[src/rtl/clk_div_multi_if.sv]
// Control and status bundle for the multi-channel clock/strobe divider.
// The master drives enables and loads; the slave (the divider) returns clocks, ticks and pending flags.
interface clk_div_multi_if #(
  parameter int NCH = 2,
  parameter int CW  = 16
);
  logic [NCH-1:0] en;
  logic           sync_clr;
  logic [NCH-1:0] ld;
  logic [CW-1:0]  ld_half;
  logic [NCH-1:0] clk_out;
  logic [NCH-1:0] tick;
  logic [NCH-1:0] pend;

  modport master (
    output en, sync_clr, ld, ld_half,
    input  clk_out, tick, pend
  );

  modport slave (
    input  en, sync_clr, ld, ld_half,
    output clk_out, tick, pend
  );
endinterface

[src/rtl/clk_div_multi.sv]
// NCH-channel even-ratio divider (period 2*H) with 50% duty output and a rising-edge tick per channel.
// All outputs registered, one-cycle response to control inputs; no backpressure, loads are always accepted.
module clk_div_multi #(
  parameter int                  NCH      = 2,
  parameter int                  CW       = 16,
  parameter logic [NCH*CW-1:0]   DIV_INIT = {16'd1564, 16'd25000}
) (
  input  logic               clk,
  input  logic               rst,
  clk_div_multi_if.slave     bus
);

  for (genvar i = 0; i < NCH; i++) begin : g_ch
    logic [CW-1:0] cnt;
    logic [CW-1:0] h;
    logic [CW-1:0] pending;
    logic [CW-1:0] pending_nxt;
    logic          clk_q;
    logic          tick_q;
    logic          pend_q;
    logic          at_top;

    // A load in the same cycle as an apply point wins over the stored value.
    assign pending_nxt = bus.ld[i] ? bus.ld_half : pending;
    assign at_top      = (cnt == (h - CW'(1)));

    always_ff @(posedge clk or negedge rst) begin
      if (!rst) begin
        cnt     <= '0;
        clk_q   <= 1'b0;
        tick_q  <= 1'b0;
        pend_q  <= 1'b0;
        h       <= DIV_INIT[i*CW +: CW];
        pending <= DIV_INIT[i*CW +: CW];
      end else begin
        if (bus.ld[i]) begin
          pending <= bus.ld_half;
        end
        tick_q <= 1'b0;
        // Clear, disable and H=0 all park the channel low with cnt=0, so a new H is safe to apply.
        if (bus.sync_clr || !bus.en[i] || (h == '0)) begin
          cnt    <= '0;
          clk_q  <= 1'b0;
          h      <= pending_nxt;
          pend_q <= 1'b0;
        end else if (at_top) begin
          cnt    <= '0;
          clk_q  <= ~clk_q;
          tick_q <= ~clk_q;
          if (clk_q) begin
            h      <= pending_nxt;
            pend_q <= 1'b0;
          end else begin
            pend_q <= pend_q | bus.ld[i];
          end
        end else begin
          cnt    <= cnt + CW'(1);
          pend_q <= pend_q | bus.ld[i];
        end
      end
    end

    assign bus.clk_out[i] = clk_q;
    assign bus.tick[i]    = tick_q;
    assign bus.pend[i]    = pend_q;
  end

endmodule

[src/flat_wrapper.sv]
// flat-port wrapper written by rule: the top's interface ports become plain ports
module clk_div_multi_flat 
#(
  parameter int                  NCH      = 2,
  parameter int                  CW       = 16,
  parameter logic [NCH*CW-1:0]   DIV_INIT = {16'd1564, 16'd25000}
)
  (clk, rst, bus_en, bus_sync_clr, bus_ld, bus_ld_half, bus_clk_out, bus_tick, bus_pend);
  clk_div_multi_if #(.NCH(NCH), .CW(CW)) bus_i ();
  input  logic clk;
  input  logic rst;
  input wire logic [$bits(bus_i.en)-1:0] bus_en;
  input wire logic [$bits(bus_i.sync_clr)-1:0] bus_sync_clr;
  input wire logic [$bits(bus_i.ld)-1:0] bus_ld;
  input wire logic [$bits(bus_i.ld_half)-1:0] bus_ld_half;
  output wire logic [$bits(bus_i.clk_out)-1:0] bus_clk_out;
  output wire logic [$bits(bus_i.tick)-1:0] bus_tick;
  output wire logic [$bits(bus_i.pend)-1:0] bus_pend;
  assign bus_i.en = bus_en;
  assign bus_i.sync_clr = bus_sync_clr;
  assign bus_i.ld = bus_ld;
  assign bus_i.ld_half = bus_ld_half;
  assign bus_clk_out = bus_i.clk_out;
  assign bus_tick = bus_i.tick;
  assign bus_pend = bus_i.pend;
  clk_div_multi #(.NCH(NCH), .CW(CW), .DIV_INIT(DIV_INIT)) u_core (.clk(clk), .rst(rst), .bus(bus_i));
endmodule
[config.mk]
export PLATFORM = sky130hd
export DESIGN_NAME = clk_div_multi_flat
export DESIGN_NICKNAME = d
export VERILOG_FILES = /design/src/rtl/clk_div_multi_if.sv /design/src/rtl/clk_div_multi.sv /design/src/flat_wrapper.sv
export SDC_FILE = /design/constraint.sdc
export NUM_CORES = 1
export LEC_CHECK = 0
export BUFFER_PORTS_ARGS = -buffer_cell sky130_fd_sc_hd__buf_4
export CAP_MARGIN = 10
export CORE_ASPECT_RATIO = 0.5
export CORE_MARGIN = 1
export CORE_UTILIZATION = 42
export DETAILED_ROUTE_END_ITERATION = 8
export GPL_TIMING_DRIVEN = 0
export PLACE_DENSITY_LB_ADDON = 0.08
export SYNTH_ARGS = -nofsm -noshare
export SYNTH_HDL_FRONTEND = slang
export SYNTH_SLANG_ARGS = --single-unit
[constraint.sdc]
create_clock -name clk -period 2.86 [get_ports clk]
set_input_delay 0 -clock clk [delete_from_list [all_inputs] [get_ports clk]]
set_output_delay 0 -clock clk [all_outputs]
set_load 0.05 [all_outputs]
==> impl_results.md, run 1 <==
* Total of max-cap violations at 0
* Die W at 165.1 µm
* Synth Register Bits at roughly 100
* Post-synth top area cell: dfrtp_1
* Pwr dens at 505.8 nW/µm²
* Number of hold violations in the final report at 0
* Final min period at 2836 ps
* Number of cell rows at 29
* CP Launch Type: register
* Clk_lat worst skew at between 300 and 400 ps
* Mapped Area at between 5000 and 6000 µm²
* Cells after Synth at between 500 and 600
* Max Freq at 352.7 MHz
* Avg WL per Cell at between 15 and 20 µm
* WHS at 159.0 ps
* Sink Count at 102
* Gr usage total at a little under a fifth
* Diodes inserted at 0
* CP Data Required Time at ~3100 ps
* Initial DRC Count at 212
* Tightest Pin Transition at about 670 ps
* Antenna violations before repair at 0
* Crit path kind: register to register
* Grt total ovfl at 0
* First-pass GRT wire length at approximately 20000 µm
* Top cells by count, synth: 80 x dfrtp_1, 66 x nor2_1, 39 x xnor2_1
* Residual DRC count at 0
* Ports at 29
* Synthesized area per cell at 10.59 µm²
* Power after layout at about 3500 µW
* Ys flop type: dfrtp_1
* Status: completed
* Clock slew at reported path FFs at 70 ps
* CTS root buf: clkbuf_16
* Sequential share of the synthesized area at ~46%
* Post-route ant nets at 0
* Syn nets at about 560
* Nets at ~630
* Yosys cell types at 65
* EDFF count, synth at 0
* Core ar. at roughly 13000 µm²
* CP Capture Type: register
* Number of global-route vias before repair at 3968
* Vias/cell at slightly above 5
* Via Count at approximately 3900
* Clock tree buffer depth at 2
* Most common cell in the netlist: dfrtp_1
* Die footprint at 13800 µm²
* Min-delay worst type: input port to asynchronous set/reset pin
* Setup violations, final at 0
* Area contributors post-synth: dfrtp_1 36%, dfstp_2 10%, xnor2_1 6.1%
* Area grow syn2layout at 23.46%
* Placer congestion estimate at 0.7868
* Worst Path Max Fanout at 9
* Post-synth top area share at about 36%
* Initial Util at a little over two fifths
* Total wire length at ~12000 µm
* Largest net degree at the start of global routing at 69
* CTS HTree Levels at 3
* TritonCTS clock tree: yes
* Clock Skew at 6.653 ps
* RSZ-0062 raised after global routing: true
* WP data arrival at just over 3000 ps
* Die H at between 80 and 90 µm
* Slew margin rel. at between 50% and 60%
* Ys async rst share at 100.0%
* Input/output buffers at 26
* Fin. max-slew vios at 0
* Total CTS buffers at 9
* DRT Pass-1 Iters at 4
* Final Cycle Share at between 90 and 100%
* Leak pwr at between 0.002 and 0.003 µW
* Yosys Warn Count at 0
* Layout cells sized above 1 at about 28%
* Worst VDD drop at between 200 and 300 µV
* DP HPWL at roughly 8400 µm
cells by family after synthesis:
family	share of synthesized area, %
compound gates	7.254
xor+xnor	11.06
fa+ha+maj	0.8955
buf+inv	5.126
flops	46.16
mux	11.04
simple gates	18.47
stage by stage:
stage	setup TNS (ps)	util, %	worst slack, ps	cells	area, µm²
3_3_place_gp	-13020	46.86	-443.5	724	6002
5_1_grt	-496.8	53.87	-55.78	774	6900
4_1_cts	0	52.49	0.5924	773	6723
3_5_place_dp	-16400	47.07	-522.5	725	6030
2_1_floorplan	0	-	6.173	528	5594
6_report	0	53.87	24.43	774	6900
path summary, 6_finish.rpt:
path | depth (start not counted) | end | from | slack [ps]
hold / removal | 2 | u_core.g_ch[1].cnt[7] | rst | 160
hold reg to reg | 1 | u_core.g_ch[1].tick_q | u_core.g_ch[1].clk_q | 470
setup / recovery | 10 | u_core.g_ch[1].h[14] | u_core.g_ch[1].h[3] | 20
min in group clk | 3 | u_core.g_ch[1].pending[1] | bus_ld[1] | 210
setup reg to reg | 10 | u_core.g_ch[1].h[14] | u_core.g_ch[1].h[3] | 20
max in group asynchronous | 3 | u_core.g_ch[1].pending[2] | rst | 1980
sequential cells by signal, indices dropped and copies added (netlist names):
signal               cells
u_core.g_ch.tick_q       2
u_core.g_ch.cnt         32
u_core.g_ch.pending     32
u_core.g_ch.pend_q       2
u_core.g_ch.h           32
u_core.g_ch.clk_q        2
where the power goes:
group | switching, µW | internal [µW]
registers | 112 | 1580
clock network | 569 | 608
logic | 304 | 319
worst max-delay path: stages, from the launching register on:
cell and delay [ps]:
dfstp_2 380, or4_4 550, or3_1 340, xnor2_1 130, o31ai_1 240, nand4b_1 200
buf_6 170, or2_1 210, buf_6 140, clkbuf_16 150, a221oi_2 220
placed cells by master (no fill, tap or decap), drive strengths merged, types with 9 or more instances in the layout:
cell type / synthesis / routed
xnor2: 39 / 39
nand4: 11 / 11
nor2: 66 / 66
nand2: 16 / 16
buf: 16 / 52
nor3: 29 / 29
a221oi: 17 / 17
nand3: 21 / 21
inv: 27 / 30
dfstp: 22 / 22
mux2i: 20 / 20
xor2: 29 / 29
dlygate4sd3: 0 / 26
mux2: 34 / 34
dfrtp: 80 / 80
and3: 9 / 9
clkbuf: 14 / 22
metal layers:
layer	vias up	wire (µm)	track usage (%)
met2	23	5527	28.38
met5	-	0	0
met4	0	151	4.921
met1	1905	6126	26.53
li1	1988	-	-
met3	12	176	3.924
layout make-up:
type,instances,area (µm²)
fillers,1130,5908
multi-input cells,368,2930
flip-flops and latches,102,2585
repair buffers,65,603.1
clock buffers,10,229.0
well taps,170,212.7
plain buffers,25,180.2
inverters,28,105.1
clock inverters,6,55.05
what timing repair did:
action / CTS / global route
hold buffers: 26 / 0
cloned: 0 / 1
gates resized for setup: 24 / 26
hold endpoints to repair: 66 / 0
setup buffers: 8 / 3
pin swaps: 4 / 7
endpoints found under the setup margin: 60 / 55
(Power assumes the default switching activity.)
==> run 2: changes to the inputs <==
--- a/config.mk
+++ b/config.mk
@@ -9,9 +9,8 @@
 export CAP_MARGIN = 10
 export CORE_ASPECT_RATIO = 0.5
 export CORE_MARGIN = 1
-export CORE_UTILIZATION = 42
+export CORE_UTILIZATION = 45
 export DETAILED_ROUTE_END_ITERATION = 8
-export GPL_TIMING_DRIVEN = 0
 export PLACE_DENSITY_LB_ADDON = 0.08
 export SYNTH_ARGS = -nofsm -noshare
 export SYNTH_HDL_FRONTEND = slang
==> run 2 against run 1 <==
  * Combinational power about the same
  * Largest cell class unchanged
  * Critical path depth unchanged
  * Clock power increased by 3%
  * Fmax increased by 2.6%
  * Flip-flop and latch count unchanged
  * Setup slack improved by 72 ps
  * Critical path type unchanged
==> impl_results.md, run 2 (same netlist as run 1, synthesis figures left out) <==
* Clock slew at reported path FFs at 70 ps (about the same)
* Global Route met1 Usage at 28.27% (+1.7 points)
* Post-route ant nets at 0 (unchanged)
* Number of cell rows at 28 (-3.4%)
* Max Freq at 361.9 MHz (+2.6%)
* Core ar. at 11950 µm² (-6.7%)
* Initial Util at 46.78% (+3.1 points)
* Grt total ovfl at 0 (unchanged)
* Avg WL per Cell at 15.78 µm (+2.0%)
* Die H at 80.81 µm (-3.3%)
* Setup ws final at 96.52 ps (+72.09 ps)
* WHS at 63.29 ps (-95.73 ps)
* Slew margin rel. at 56.90% (+1.8 points)
* Crit path largest cell delay at 420 ps (-130 ps)
* Pwr dens at 525.9 nW/µm² (+4.0%)
* Min-delay worst type: input port to register
* Clock Skew at 5.531 ps (-1.122 ps)
* Crit path kind: register to register
* CTS HTree Levels at 3 (unchanged)
* CTS root buf: clkbuf_16
* CP Launch Type: register
* Worst Path Max Fanout at 17 (+8)
* Most common cell after layout, fill and taps aside: dfrtp_1
* Fin. max-slew vios at 0 (unchanged)
* Sink Count at 102 (unchanged)
* Clk_lat worst skew at 350 ps (about the same)
* DRT Pass-1 Iters at 4 (unchanged)
* Most used routing layer: met2
* GRT met2 Usage at 30.70% (+2.3 points)
* Nets at 617 (-1.4%)
* Status: completed
* DP HPWL at 8234 µm (-1.6%)
* Worst VDD drop at 265.5 µV (-6.6%)
* Vias/cell at 5.166 (+1.8%)
* CP top delay family: simple AND/OR/NAND/NOR gates
* Met3 usage at 4.290% (+0.37 points)
* Total of max-cap violations at 0 (unchanged)
* Cell area after placement at 6102 µm² (+1.2%)
* Antenna violations before repair at 0 (unchanged)
* Input/output buffers at 28 (+7.7%)
* Placer congestion estimate at 0.8492 (+7.9%)
* CP Data Required Time at 3090 ps (about the same)
* Area grow syn2layout at 19.41%
* Largest net degree at the start of global routing at 56 (-19%)
* Post-Place Setup Slack at -81.96 ps (+440.5 ps)
* Buf/Inv on CP at 2 (-1)
* Number of hold violations in the final report at 0 (unchanged)
* Setup violations, final at 0 (unchanged)
* Critical path, cell by cell: inv_1 -> ha_1 -> or3b_4 -> nor3_2 -> xnor2_1 -> or3_4 -> nor4_4 -> a31oi_4 -> buf_12 -> mux2_4
* Placed cells at 724 (-0.14%)
* Post-route cell area at 6674 µm² (-3.3%)
* Final min period at 2763 ps (-72.09 ps)
* Final non-filler cell total at 761 (-1.7%)
* Most frequent cells in the layout: 80 x dfrtp_1, 66 x nor2_1, 59 x buf_4
* Clock tree buffer depth at 2 (unchanged)
* First-pass GRT wire length at 19800 µm (-1.2%)
* CP Capture Type: register
* WP data arrival at 3000 ps (-80 ps)
* Total wire length at 12010 µm (+0.25%)
* Die footprint at 12900 µm² (-6.5%)
* Total CTS buffers at 9 (unchanged)
* Ports at 29 (unchanged)
* Leak pwr at 0.002809 µW (-2.2%)
* Gr usage total at 19.80% (+1.2 points)
* Residual DRC count at 0 (unchanged)
* TritonCTS clock tree: yes
* Number of global-route vias before repair at 3737 (-5.8%)
* CP max-delay cell: dfrtp_1
* Layout cells sized above 1 at 26.55% (-1.9 points)
* Tightest Pin Transition at 646.5 ps (-26.86 ps)
* Regs by FF count: u_core.g_ch.cnt (32), u_core.g_ch.h (32), u_core.g_ch.pending (32)
* RSZ-0062 raised after global routing: true
* Initial DRC Count at 260 (+23%)
* Die W at 159.6 µm (-3.3%)
* Via Count at 3931 (+0.076%)
* Final Cycle Share at 96.63% (-2.5 points)
==> run 2: layer usage <==
metal / vias to the layer above / routed length, µm / share of wire (%)
met5: - / 0 / 0
met4: 0 / 102 / 0.85
met1: 1916 / 6283 / 52
met3: 7 / 289 / 2.4
met2: 39 / 5337 / 44
li1: 1969 / - / -
==> run 2: final cells by class <==
cell class	instances	area, µm²
Timing Repair Buffer	81	693.2
Tap cell	165	206.4
Antenna cell	1	2.502
Clock buffer	11	254.0
Inverter	28	105.1
Multi-Input combinational cell	368	2791
Sequential cell	102	2580
Fill cell	1065	5273
Clock inverter	5	41.29
==> run 2: stage by stage <==
step	util (%)	power, µW	TNS, ps
final	55.87	3510	0
after global routing	55.84	3678	-19.72
after floorplan	-	2061	0
after detailed placement	51.08	2275	-914.2
after CTS	55.23	3534	0
after global placement	51.08	2264	-402.8
==> run 2: what timing repair did <==
item,4_1_cts,5_1_grt
hold buffers,18,1
pin swaps,1,1
resized for setup,0,13
hold endpoints to repair,72,1
buffers inserted,1,0
setup endpoints to repair,16,53
==> run 2: power breakdown <==
part           total (µW)  internal, µW  switching (µW)
combinational         623           315             309
clock                1220           652             567
sequential           1670          1580            91.6
total                3510          2540             967
==> run 2: worst reg2reg max path: stages (launching register included) <==
cell and delay, ps:
dfrtp_1 420, inv_1 70, ha_1 170, or3b_4 420
nor3_2 140, xnor2_1 110, or3_4 390, nor4_4 320
a31oi_4 130, buf_12 190, mux2_4 300
==> run 2: worst paths after layout <==
check                           slack [ps]  cells past startpoint                  start                      to
worst max-delay path                   100                     10    u_core.g_ch[0].h[0]     u_core.g_ch[0].h[6]
min in group asynchronous              210                      2                    rst  u_core.g_ch[1].cnt[13]
worst min register to register         490                      1  u_core.g_ch[0].pend_q   u_core.g_ch[0].pend_q
worst min-delay path                    60                      2              bus_ld[0]   u_core.g_ch[0].pend_q
worst max register to register         100                     10    u_core.g_ch[0].h[0]     u_core.g_ch[0].h[6]
max in group asynchronous             1860                      3                    rst    u_core.g_ch[0].h[14]
==> run 3: changes to the inputs <==
--- a/config.mk
+++ b/config.mk
@@ -6,7 +6,7 @@
 export NUM_CORES = 1
 export LEC_CHECK = 0
 export BUFFER_PORTS_ARGS = -buffer_cell sky130_fd_sc_hd__buf_4
-export CAP_MARGIN = 10
+export CAP_MARGIN = 30
 export CORE_ASPECT_RATIO = 0.5
 export CORE_MARGIN = 1
 export CORE_UTILIZATION = 45
==> constraint.sdc (replaced) <==
create_clock -name clk -period 3.2 [get_ports clk]
set_input_delay 0 -clock clk [delete_from_list [all_inputs] [get_ports clk]]
set_output_delay 0 -clock clk [all_outputs]
set_load 0.05 [all_outputs]
==> run 3 against run 2 <==
  * Sequential power fell by 9.6%
  * First-iteration DRC count fell by 19%
  * Clock power fell by 14%
  * Fmax fell by 7.2%
  * Clock-buffer cell count fell by 2
  * Power fell by 14%
  * Flip-flop and latch count did not move
  * Via count fell by 2.6%
  * Non-clock buffer count fell by 22
  * Worst hold slack improved by 13 ps
  * Clock skew rose by 1.6 ps
  * Design area fell by 3.9%
  * Largest cell class unchanged
==> impl_results.md, run 3 (same netlist as run 1, synthesis figures left out) <==
* CTS root buf: clkbuf_16
* Worst Path Max Fanout at 13 (-4)
* DRT Pass-1 Iters at 5 (+1)
* Total of max-cap violations at 0 (unchanged)
* RSZ-0062 raised after global routing: false
* Residual DRC count at 0 (unchanged)
* Placer congestion estimate at 0.8559 (+0.79%)
* Sink Count at 102 (unchanged)
* First-pass GRT wire length at 19510 µm (-1.5%)
* Number of hold violations in the final report at 0 (unchanged)
* WP data arrival at 3210 ps (+210 ps)
* Vias/cell at 5.188 (+0.44%)
* Initial Util at 46.78% (unchanged)
* Status: completed
* Worst VDD drop at 242.6 µV (-8.6%)
* Regs by FF count: u_core.g_ch.cnt (32), u_core.g_ch.h (32), u_core.g_ch.pending (32)
* Clk_lat worst skew at 350 ps (about the same)
* Layout cells sized above 1 at 21.82% (-4.7 points)
* Hold Path Stages at 2 (unchanged)
* Area grow syn2layout at 14.73%
* Antenna violations before repair at 0 (unchanged)
* TNS Setup at 0 ps (unchanged)
* CP Launch Type: register
* Tightest Pin Transition at 831.7 ps (+185.3 ps)
* Slew margin rel. at 44.55% (-12 points)
* Final min period at 2978 ps (+214.9 ps)
* Total wire length at 11640 µm (-3.1%)
* Largest net degree at the start of global routing at 67 (+20%)
* Pwr dens at 472.3 nW/µm² (-10%)
* CP Data Required Time at 3430 ps (+340 ps)
* Die H at 80.81 µm (unchanged)
* Initial DRC Count at 211 (-19%)
* Die footprint at 12900 µm² (unchanged)
* Most frequent cells in the layout: 80 x dfrtp_1, 66 x nor2_1, 39 x xnor2_1
* Post-route cell area at 6412 µm² (-3.9%)
* Gr usage total at 19.39% (-0.41 points)
* Clock Skew at 7.137 ps (+1.606 ps)
* Final non-filler cell total at 738 (-3.0%)
* Number of global-route vias before repair at 3675 (-1.7%)
* Max Freq at 335.8 MHz (-7.2%)
* Crit path kind: register to register
* Placed cells at 701 (-3.2%)
* Nets at 595 (-3.6%)
* Total CTS buffers at 9 (unchanged)
* Worst r2r path cells at 10 (unchanged)
* CP Capture Type: register
* Via Count at 3829 (-2.6%)
* Fin. max-slew vios at 0 (unchanged)
* CTS HTree Levels at 3 (unchanged)
* Min-delay worst type: input port to register
* Input/output buffers at 28 (unchanged)
* Setup violations, final at 0 (unchanged)
* Grt total ovfl at 0 (unchanged)
* Post-route ant nets at 0 (unchanged)
* TritonCTS clock tree: yes
* Clock slew at reported path FFs at 70 ps (about the same)
* DP HPWL at 7959 µm (-3.3%)
* Number of cell rows at 28 (unchanged)
* Clock tree buffer depth at 2 (unchanged)
* Final Cycle Share at 93.07% (-3.6 points)
* Ports at 29 (unchanged)
* Diodes inserted at 0 (-1)
* Core ar. at 11950 µm² (unchanged)
* Leak pwr at 0.002681 µW (-4.6%)
* Cell area after placement at 5912 µm² (-3.1%)
* Most common cell after layout, fill and taps aside: dfrtp_1
* Avg WL per Cell at 15.77 µm (about the same)
* Die W at 159.6 µm (unchanged)
## run 3: changes by cell type in the layout (fill, tap and decap cells not counted), moves of 2 or more
| cell | previous run | this run |
|---|---|---|
| nor3_2 | 2 | 0 |
| a221oi_1 | 10 | 15 |
| nor3_1 | 27 | 29 |
| a221oi_2 | 7 | 2 |
| buf_4 | 59 | 38 |
## run 3: final timing paths
path                                        from                        end  slack, ps
max                          u_core.g_ch[0].h[0]        u_core.g_ch[0].h[4]        220
min                                    bus_ld[0]      u_core.g_ch[0].pend_q         80
max reg2reg                  u_core.g_ch[0].h[0]        u_core.g_ch[0].h[4]        220
min reg2reg                u_core.g_ch[0].pend_q      u_core.g_ch[0].pend_q        490
max in group asynchronous                    rst  u_core.g_ch[0].pending[7]       2050
min in group asynchronous                    rst     u_core.g_ch[1].cnt[14]        300
## run 3: critical path, cell delays in order, from the launching register on
cell and delay (ps):
dfrtp_1 440, inv_1 80, ha_1 230, or3b_1 430
nor3_1 200, xnor2_1 130, or3_4 400, nor4_4 320
a31oi_4 140, buf_12 190, mux2_4 300
## run 3: through the flow
step           util (%)  setup WS, ps  hold slack [ps]  power, µW
6_report          53.68         221.6            76.57       3029
5_1_grt           53.68         30.12            74.36       3182
4_1_cts           53.45         40.00            66.15       3065
3_5_place_dp      49.49         62.71            157.8       1981
3_3_place_gp      49.49         102.5            161.1       1974
2_1_floorplan         -         292.8           -295.6       1841
## run 3: final cells by class
cell class / instances / area (µm²)
clock buffers: 9 / 225.2
clock inverters: 7 / 57.56
fillers: 1079 / 5534
inverters: 28 / 105.1
multi-input cells: 368 / 2723
flip-flops and latches: 102 / 2580
well taps: 165 / 206.4
repair buffers: 59 / 515.5
## run 3: layer usage
layer,track usage (%),part of all wire [%],vias to the layer above
li1,-,-,1926
met1,27.35,53,1870
met2,30.44,44,25
met3,4.290,2.4,8
met4,4.904,0.57,0
met5,0,0,-
## run 3: what timing repair did
item                                    CTS  global route
gates resized for setup                   0             0
endpoints found under the setup margin    0            16
hold buffers                             19             0
endpoints found under the hold margin    82             0
buffers inserted                          0             2
## run 3: power by group
group	switching, µW	leakage, µW	internal, µW	total (µW)
registers	105	0.00125	1410	1510
logic	229	0.00130	236	464
clock network	513	0.000134	537	1050
total	847	0.00268	2180	3030
